<file path="src/rtl/wb_grf_pkg.sv">
// Shared MIPS opcode/funct encodings and writeback select types.
package mips_defs;
  localparam logic [5:0] OP_RTYPE = 6'h00;
  localparam logic [5:0] OP_JAL   = 6'h03;
  localparam logic [5:0] OP_ADDIU = 6'h09;
  localparam logic [5:0] OP_ORI   = 6'h0d;
  localparam logic [5:0] OP_LUI   = 6'h0f;
  localparam logic [5:0] OP_LB    = 6'h20;
  localparam logic [5:0] OP_LH    = 6'h21;
  localparam logic [5:0] OP_LW    = 6'h23;
  localparam logic [5:0] OP_LBU   = 6'h24;
  localparam logic [5:0] OP_LHU   = 6'h25;

  localparam logic [5:0] FN_JALR  = 6'h09;
  localparam logic [5:0] FN_MFHI  = 6'h10;
  localparam logic [5:0] FN_MFLO  = 6'h12;
  localparam logic [5:0] FN_ADDU  = 6'h21;
  localparam logic [5:0] FN_SUBU  = 6'h23;
  localparam logic [5:0] FN_SLT   = 6'h2a;

  typedef enum logic [1:0] {WD_ALU, WD_MEM, WD_PC8, WD_HILO} wd_sel_e;
  typedef enum logic [2:0] {LD_W, LD_B, LD_BU, LD_H, LD_HU} ld_type_e;
endpackage

</file>
<file path="src/rtl/wb_grf_load_ext.sv">
// Little-endian byte/halfword extractor for loads; purely combinational.
module load_ext
  import mips_defs::*;
(
  input  logic [31:0] dr,
  input  logic [1:0]  addr,
  input  ld_type_e    ld_type,
  output logic [31:0] data
);
  logic [7:0]  byte_v;
  logic [15:0] half_v;

  always_comb begin
    byte_v = dr[{addr, 3'b000} +: 8];
    half_v = addr[1] ? dr[31:16] : dr[15:0];
    case (ld_type)
      LD_B:    data = {{24{byte_v[7]}}, byte_v};
      LD_BU:   data = {24'h0, byte_v};
      LD_H:    data = {{16{half_v[15]}}, half_v};
      LD_HU:   data = {16'h0, half_v};
      default: data = dr;
    endcase
  end
endmodule

</file>
<file path="src/rtl/wb_grf.sv">
// MIPS writeback stage: decode, write-data select, 32x32 GRF with write-through
// read ports, and a retired-instruction counter.
module wb_grf
  import mips_defs::*;
#(
  parameter int CNT_W = 32
) (
  input  logic             Clk,
  input  logic             Reset,
  input  logic [31:0]      IR_W,
  input  logic [31:0]      PC4_W,
  input  logic [31:0]      AO_W,
  input  logic [31:0]      DR_W,
  input  logic [31:0]      SH_W,
  input  logic [4:0]       RA1,
  input  logic [4:0]       RA2,
  output logic [31:0]      RD1,
  output logic [31:0]      RD2,
  output logic [4:0]       WB_A3,
  output logic [31:0]      WB_WD,
  output logic             WB_WE,
  output logic [CNT_W-1:0] RET_CNT
);
  logic [31:0] regs [0:31];
  logic [5:0]  op, fn;
  logic [4:0]  rt, rd, a3;
  wd_sel_e     wd_sel;
  ld_type_e    ld_type;
  logic [31:0] ld_data;
  logic        unused_ir;

  assign op        = IR_W[31:26];
  assign fn        = IR_W[5:0];
  assign rt        = IR_W[20:16];
  assign rd        = IR_W[15:11];
  assign unused_ir = ^{IR_W[25:21], IR_W[10:6]};

  always_comb begin
    a3      = 5'd0;
    wd_sel  = WD_ALU;
    ld_type = LD_W;
    case (op)
      OP_RTYPE: case (fn)
        FN_ADDU, FN_SUBU, FN_SLT: a3 = rd;
        FN_JALR:                  begin a3 = rd; wd_sel = WD_PC8;  end
        FN_MFHI, FN_MFLO:         begin a3 = rd; wd_sel = WD_HILO; end
        default:                  a3 = 5'd0;
      endcase
      OP_ORI, OP_LUI, OP_ADDIU: a3 = rt;
      OP_LW:  begin a3 = rt; wd_sel = WD_MEM; ld_type = LD_W;  end
      OP_LB:  begin a3 = rt; wd_sel = WD_MEM; ld_type = LD_B;  end
      OP_LBU: begin a3 = rt; wd_sel = WD_MEM; ld_type = LD_BU; end
      OP_LH:  begin a3 = rt; wd_sel = WD_MEM; ld_type = LD_H;  end
      OP_LHU: begin a3 = rt; wd_sel = WD_MEM; ld_type = LD_HU; end
      OP_JAL: begin a3 = 5'd31; wd_sel = WD_PC8; end
      default: a3 = 5'd0;
    endcase
  end

  load_ext u_load_ext (
    .dr      (DR_W),
    .addr    (AO_W[1:0]),
    .ld_type (ld_type),
    .data    (ld_data)
  );

  // A zero destination is the "no write" encoding, so WE falls out of A3.
  assign WB_WE = (a3 != 5'd0);
  assign WB_A3 = a3;

  always_comb begin
    case (wd_sel)
      WD_MEM:  WB_WD = ld_data;
      WD_PC8:  WB_WD = PC4_W + 32'd4;
      WD_HILO: WB_WD = SH_W;
      default: WB_WD = AO_W;
    endcase
  end

  always_ff @(posedge Clk or posedge Reset) begin
    if (Reset) begin
      for (int i = 0; i < 32; i++) regs[i] <= '0;
    end else if (WB_WE) begin
      regs[WB_A3] <= WB_WD;
    end
  end

  always_ff @(posedge Clk or posedge Reset) begin
    if (Reset)             RET_CNT <= '0;
    else if (IR_W != '0)   RET_CNT <= RET_CNT + CNT_W'(1);
  end

  // Same-cycle write-through so decode never needs an extra forwarding hop from WB.
  always_comb begin
    if (RA1 == 5'd0)                RD1 = '0;
    else if (WB_WE && WB_A3 == RA1) RD1 = WB_WD;
    else                            RD1 = regs[RA1];
    if (RA2 == 5'd0)                RD2 = '0;
    else if (WB_WE && WB_A3 == RA2) RD2 = WB_WD;
    else                            RD2 = regs[RA2];
  end
endmodule

</file>
<file path="config.mk">
export PLATFORM = sky130hd
export DESIGN_NAME = wb_grf
export DESIGN_NICKNAME = d
export VERILOG_FILES = /design/src/rtl/wb_grf_pkg.sv /design/src/rtl/wb_grf_load_ext.sv /design/src/rtl/wb_grf.sv
export SDC_FILE = /design/constraint.sdc
export NUM_CORES = 2
export LEC_CHECK = 0
export CAP_MARGIN = 25
export CORE_MARGIN = 2
export CORE_UTILIZATION = 41
export DETAILED_ROUTE_END_ITERATION = 8
export GPL_TIMING_DRIVEN = 0
export PLACE_DENSITY = 0.59
export REMOVE_ABC_BUFFERS = 1
export SYNTH_ARGS = -nofsm -noshare
export SYNTH_HDL_FRONTEND = slang
export SYNTH_SLANG_ARGS = --single-unit
</file>
<file path="constraint.sdc">
create_clock -name Clk -period 105.9 [get_ports Clk]
set_input_delay 21.18 -clock Clk [delete_from_list [all_inputs] [get_ports Clk]]
set_output_delay 21.18 -clock Clk [all_outputs]
set_load 0.02 [all_outputs]
</file>
# After elaboration in Yosys (flattened, before gate mapping)
# Cells that the tools add are included.
# totals
register_bits	1056
inputBits	172
# op_classes
n_addsub	2
magnitude_cmp	4
eq_ne	24
n_shift	1
mux	21
bitwise	3
n_reduce_logical	12
# op_table
operator	n
bitwise mux 1024 bit	1
binary-select mux 32 bit (select 5 bit)	2
2-to-1 mux 32 bit	9
demux 32 bit (select 5 bit)	1
one-hot mux 32 bit (4 select lines)	1
one-hot mux 32 bit (3 select lines)	1
equality test 6 bit (second input constant)	8
adder 32 x 1 -> 32 bit (second input constant)	1
adder 32 x 3 -> 32 bit (second input constant)	1
nonzero test 32 bit	1
variable part select 32 x 6 -> 8 bit	1
equality test 6 x 4 -> 1 bit (second input constant)	4
>= comparator 6 bit (second input constant)	3
NOT 5 -> 6 bit	3
2-to-1 mux 16 bit	1
one-hot mux 5 bit (3 select lines)	1
equality test 6 x 5 -> 1 bit (second input constant)	2
one-hot mux 3 bit (4 select lines)	1
equality test 5 bit	2
zero test 5 bit	2
OR reduction 8 bit	1
equality test 3 x 2 -> 1 bit (second input constant)	2
equality test 6 x 2 -> 1 bit (second input constant)	1
zero test 6 bit	1
other kinds (13)	16

# Longest topological paths before layout
# depth
ltp_word	10
ltp_mapped	14
depth_no_buf	10

# Hierarchy
# A second synthesis with hierarchy kept.
# unflattened
hier_cells	4963
hier_area_um2	57305.0
# modules_own_cells
mod	n_inst	cells_each	area_each_um2	seq_area_each_um2
wb_grf	1	4843	56455.4	26425.3
load_ext	1	120	849.6	0.0

# Least setup slack after synthesis
# OpenSTA, ideal clock, no wires.
# synth_timing
kind	input to output
startpoint	input port IR_W[28]
endpoint	output port RD2[23]
t_arrival_ps	24076
required_time_ps	84720
path_slack_ps	60644
stages	9
path_buffers	1
cell_sequence	or4_1 > nor4b_4 > nand3_2 > and3_1 > or4b_4 > nor4_4 > buf_6 > a211oi_1 > a211oi_1
# synth_between
elab_chain_cells	7
# synth_rtl
element	line	source
from (decl)	wb_grf.sv:10	input logic [31:0] IR_W,
equality test 6 bit / equality test 6 x 4 -> 1 bit (equally long branches)	wb_grf.sv:42	case (op)
one-hot mux 3 bit (4 select lines), or another cell as far along	wb_grf.sv:42	
equality test 3 bit, or another cell as far along	wb_grf_load_ext.sv:16	case (ld_type)
one-hot mux 32 bit (4 select lines), or another cell as far along	wb_grf_load_ext.sv:16	
one-hot mux 32 bit (3 select lines) / logical AND 1 bit (equally long branches)	wb_grf.sv:72, wb_grf.sv:99	
2-to-1 mux 32 bit *	wb_grf.sv:99	else if (WB_WE && WB_A3 == RA2) RD2 = WB_WD;
2-to-1 mux 32 bit *	wb_grf.sv:98	if (RA2 == 5'd0) RD2 = '0;
to (decl)	wb_grf.sv:18	output logic [31:0] RD2,
# Every way passes the cells marked *; elsewhere a longest branch is shown, timed or not.

# Final worst setup path
# layout_timing
startpoint	input port IR_W[26]
endpoint	output port RD1[12]
# layout_between
elab_chain_cells	7
# layout_rtl
element	line	source
equality test 6 bit / equality test 6 x 4 -> 1 bit (equally long branches)	wb_grf.sv:42	
one-hot mux 3 bit (4 select lines), or another cell as far along	wb_grf.sv:42	
equality test 3 bit, or another cell as far along	wb_grf_load_ext.sv:16	
one-hot mux 32 bit (4 select lines), or another cell as far along	wb_grf_load_ext.sv:16	
one-hot mux 32 bit (3 select lines) / logical AND 1 bit (equally long branches)	wb_grf.sv:72, wb_grf.sv:96	
2-to-1 mux 32 bit *	wb_grf.sv:96	else if (WB_WE && WB_A3 == RA1) RD1 = WB_WD;
2-to-1 mux 32 bit *	wb_grf.sv:95	if (RA1 == 5'd0) RD1 = '0;
to (decl)	wb_grf.sv:17	output logic [31:0] RD1,
# Marked as above.

==> results.cfg <==
[logic_synthesis]
ys_ff_latch = 1056
synth-main-ff-cell = dfrtp_1
synth_edf_count = 0
ys_types = 74
netlist_instances = 4805
synth_top_area_cell = dfrtp_1
async_reset_ff_frac = 1.000
netlist_area_um2 = 56830
ys_top_cells_by_area = dfrtp_1 (47%), mux4_2 (25%), o21ai_0 (7.1%)
yosysWarningCount = 0
yosys.area.top_type_share = 0.4650
avgSynthCellArea_um2 = 11.83
ys_seq_area_frac = 0.4650

[power_and_ir_drop]
ir_drop_v = 0.00001476
switching_share = 0.2705
p_comb_frac = 0.164
intPower_mw = 0.7730
clock_power_share = 0.399
power_density_nw_per_um2 = 15.61
seqPwrFrac = 0.437
switching_power_mw = 0.2866
p_leak_nw = 28.27

[global_routing]
grt_pass1_wl_mm = 296.2
antenna_found_initial = 2
grt_max_degree = 127
grt_overflow_total = 0
grt_pass1_vias = 42351
track_usage = 0.2872

[route]
ant_nets = 0
vias = 42326
top_layer_used = met5
wl_per_cell_um = 29.84
wl_mm = 202.5
initialDrtViolationCount = 4729
wl_met3_mm = 22.86
drc = 0
vias_per_cell = 6.238
wl_met1_mm = 83.81
wl_met2_mm = 88.24
dr.pass1.iters = 6

[sta]
slew_headroom = 0.2193
fin_tns_setup_ns = 0
hold_violations = 0
timing.final.crit_share = 0.4578
fin_crit_ns = 48.48
finalSetupViolCount = 0
rsz0062_at_grt = no
slew_viol_final = 0
skew_ns = 0.02028
fmax_ghz = 0.02063
tightest_slew_ns = 1.171

[floorplan]
design.die.area_um2 = 141600
coreArea_um2 = 137500
initial_utilization = 0.4133
io_pins = 306
die_width_um = 376.3
fp.dieH_um = 376.3
num_rows = 136

[place]
place_area_um2 = 63850
place_inst = 6574
port_buffers = 305
hpwlAfterDp_mm = 134.3
gp_congestion = 0.8755

[setup_path]
start_kind = input pin
worstPathRequired_ns = 84.72
crit_chain = clkdlybuf4s50_1 -> nor4_1 -> and4_2 -> buf_12 -> nor2_1 -> nand2_1 -> o21ai_0 -> o22ai_2 -> buf_8 -> a211oi_1 -> clkdlybuf4s50_1
cp_max_fo = 34
cp_slowest_cell = o21ai_0
crit_type = in2out
arrival_ns = 27.30
critPathCaptureType = output pin
path_common_cell = clkdlybuf4s50_1
max_stage_delay_ns = 1.04

[cells_and_area]
final_nets = 5075
final_common_cell = dfrtp_1
drive_gt1_frac = 0.2539
fillers = 11975
fin_cells = 6785
design_area_um2 = 67890
syn2layout_area_growth_pct = 19.46
mostFrequentLayoutCells = dfrtp_1 (1,056), nand2_1 (862), o21ai_0 (808)

[cts]
cts_buffer_depth = 3
cts_root_buf = clkbuf_16
cts_max_level = 3
post_cts_buffers = 0
cts_resized = 0
cts_tree = built
cts_hold_buf = 0
clkTransAtPathRegs_ns = 0.06
cts_sinks = 1056
clock_latency_ns = 0.72
numCtsBuffers = 114

[hold_path]
hold_class = reg2reg

[status]
outcome = finished clean

[flow_run]
cap_violations = 0
per-stage QoR:
step / util / hold WS, ns / power (mW) / setup slack [ns]
4_1_cts: 0.4931 / 0.3961 / 1.063 / 57.67
5_1_grt: 0.4937 / 0.4069 / 1.100 / 57.16
2_1_floorplan: - / 0.3653 / 0.5640 / 55.00
3_3_place_gp: 0.4371 / 0.3763 / 0.6497 / 7.177
3_5_place_dp: 0.4644 / 0.3823 / 0.6422 / 57.70
6_report: 0.4937 / 0.3947 / 1.060 / 57.42
area by class of cell:
type / instances / area, um2 / share of cell area
clock inverter: 40 / 556.8 / 0.008202
antenna: 1 / 2.502 / 0.00003686
sequential: 1056 / 26430 / 0.3893
multi-input combinational: 3196 / 28590 / 0.4211
inverter: 50 / 200.2 / 0.002949
clock buffer: 165 / 3386 / 0.04987
timing repair buffer: 483 / 6482 / 0.09549
tap: 1794 / 2245 / 0.03307
path summary, 6_finish.rpt:
| path | from | endpoint | slack, ns | depth (start not counted) |
|---|---|---|---|---|
| min reg2reg | regs[1008]$_DFFE_PP0P_ | regs[1008]$_DFFE_PP0P_ | 0.39 | 0 |
| max | IR_W[26] | RD1[12] | 57.42 | 11 |
| min | regs[1008]$_DFFE_PP0P_ | regs[1008]$_DFFE_PP0P_ | 0.39 | 0 |
| max in group asynchronous | Reset | regs[154]$_DFFE_PP0P_ | 82.54 | 6 |
| min in group asynchronous | Reset | RET_CNT[2]$_DFFE_PP0P_ | 20.82 | 2 |
| max reg2reg | RET_CNT[4]$_DFFE_PP0P_ | RET_CNT[23]$_DFFE_PP0P_ | 103.64 | 8 |
worst max-delay path: cells and delay by family:
family,cells,cell delay [ns]
AOI/OAI and AO/OA,3,1.94
and+or+nand+nor,4,2.06
buffers and inverters,4,2.09
sequential cells by signal, indices dropped and copies added, names as in the netlist:
register  cells
RET_CNT      32
regs       1024
power groups by stage:
stage,clock network (mW),logic (mW),registers [mW]
2_1_floorplan,0,0.101,0.463
3_3_place_gp,0,0.181,0.469
3_5_place_dp,0,0.173,0.469
4_1_cts,0.428,0.173,0.462
5_1_grt,0.445,0.187,0.468
6_report,0.423,0.173,0.463
Yosys cell counts (17+ instances only):
master / count
nor3_1: 17
and2_1: 39
xnor2_1: 50
a211oi_2: 25
nor2_1: 143
a21oi_1: 133
nand4_1: 24
dfrtp_1: 1056
buf_1: 53
nand2_1: 867
inv_1: 46
clkbuf_1: 392
mux2_2: 153
o21ai_0: 808
buf_2: 42
mux4_2: 642
nand3_1: 31
a211oi_1: 74
layer usage:
metal  vias up  GRT usage
li1      17911          -
met1     21862     0.4013
met2      2141     0.4190
met3       410    0.09502
met4         2    0.09977
met5         -    0.01372
kinds of logic (layout without fill, tap and decap cells):
kind of cell,Yosys count,in the layout,share of synthesized area
xor gates and xnor gates,65,65,0.01002
other,0,1,0
and+or+nand+nor,1198,1198,0.08825
buffers and inverters,553,738,0.03897
AOI/OAI and AO/OA,1124,1124,0.1104
DFF,1056,1056,0.4650
muxes,807,807,0.2869
adders and majority gates,2,2,0.0004403
No activity file was read; power rests on OpenSTA's default activity.
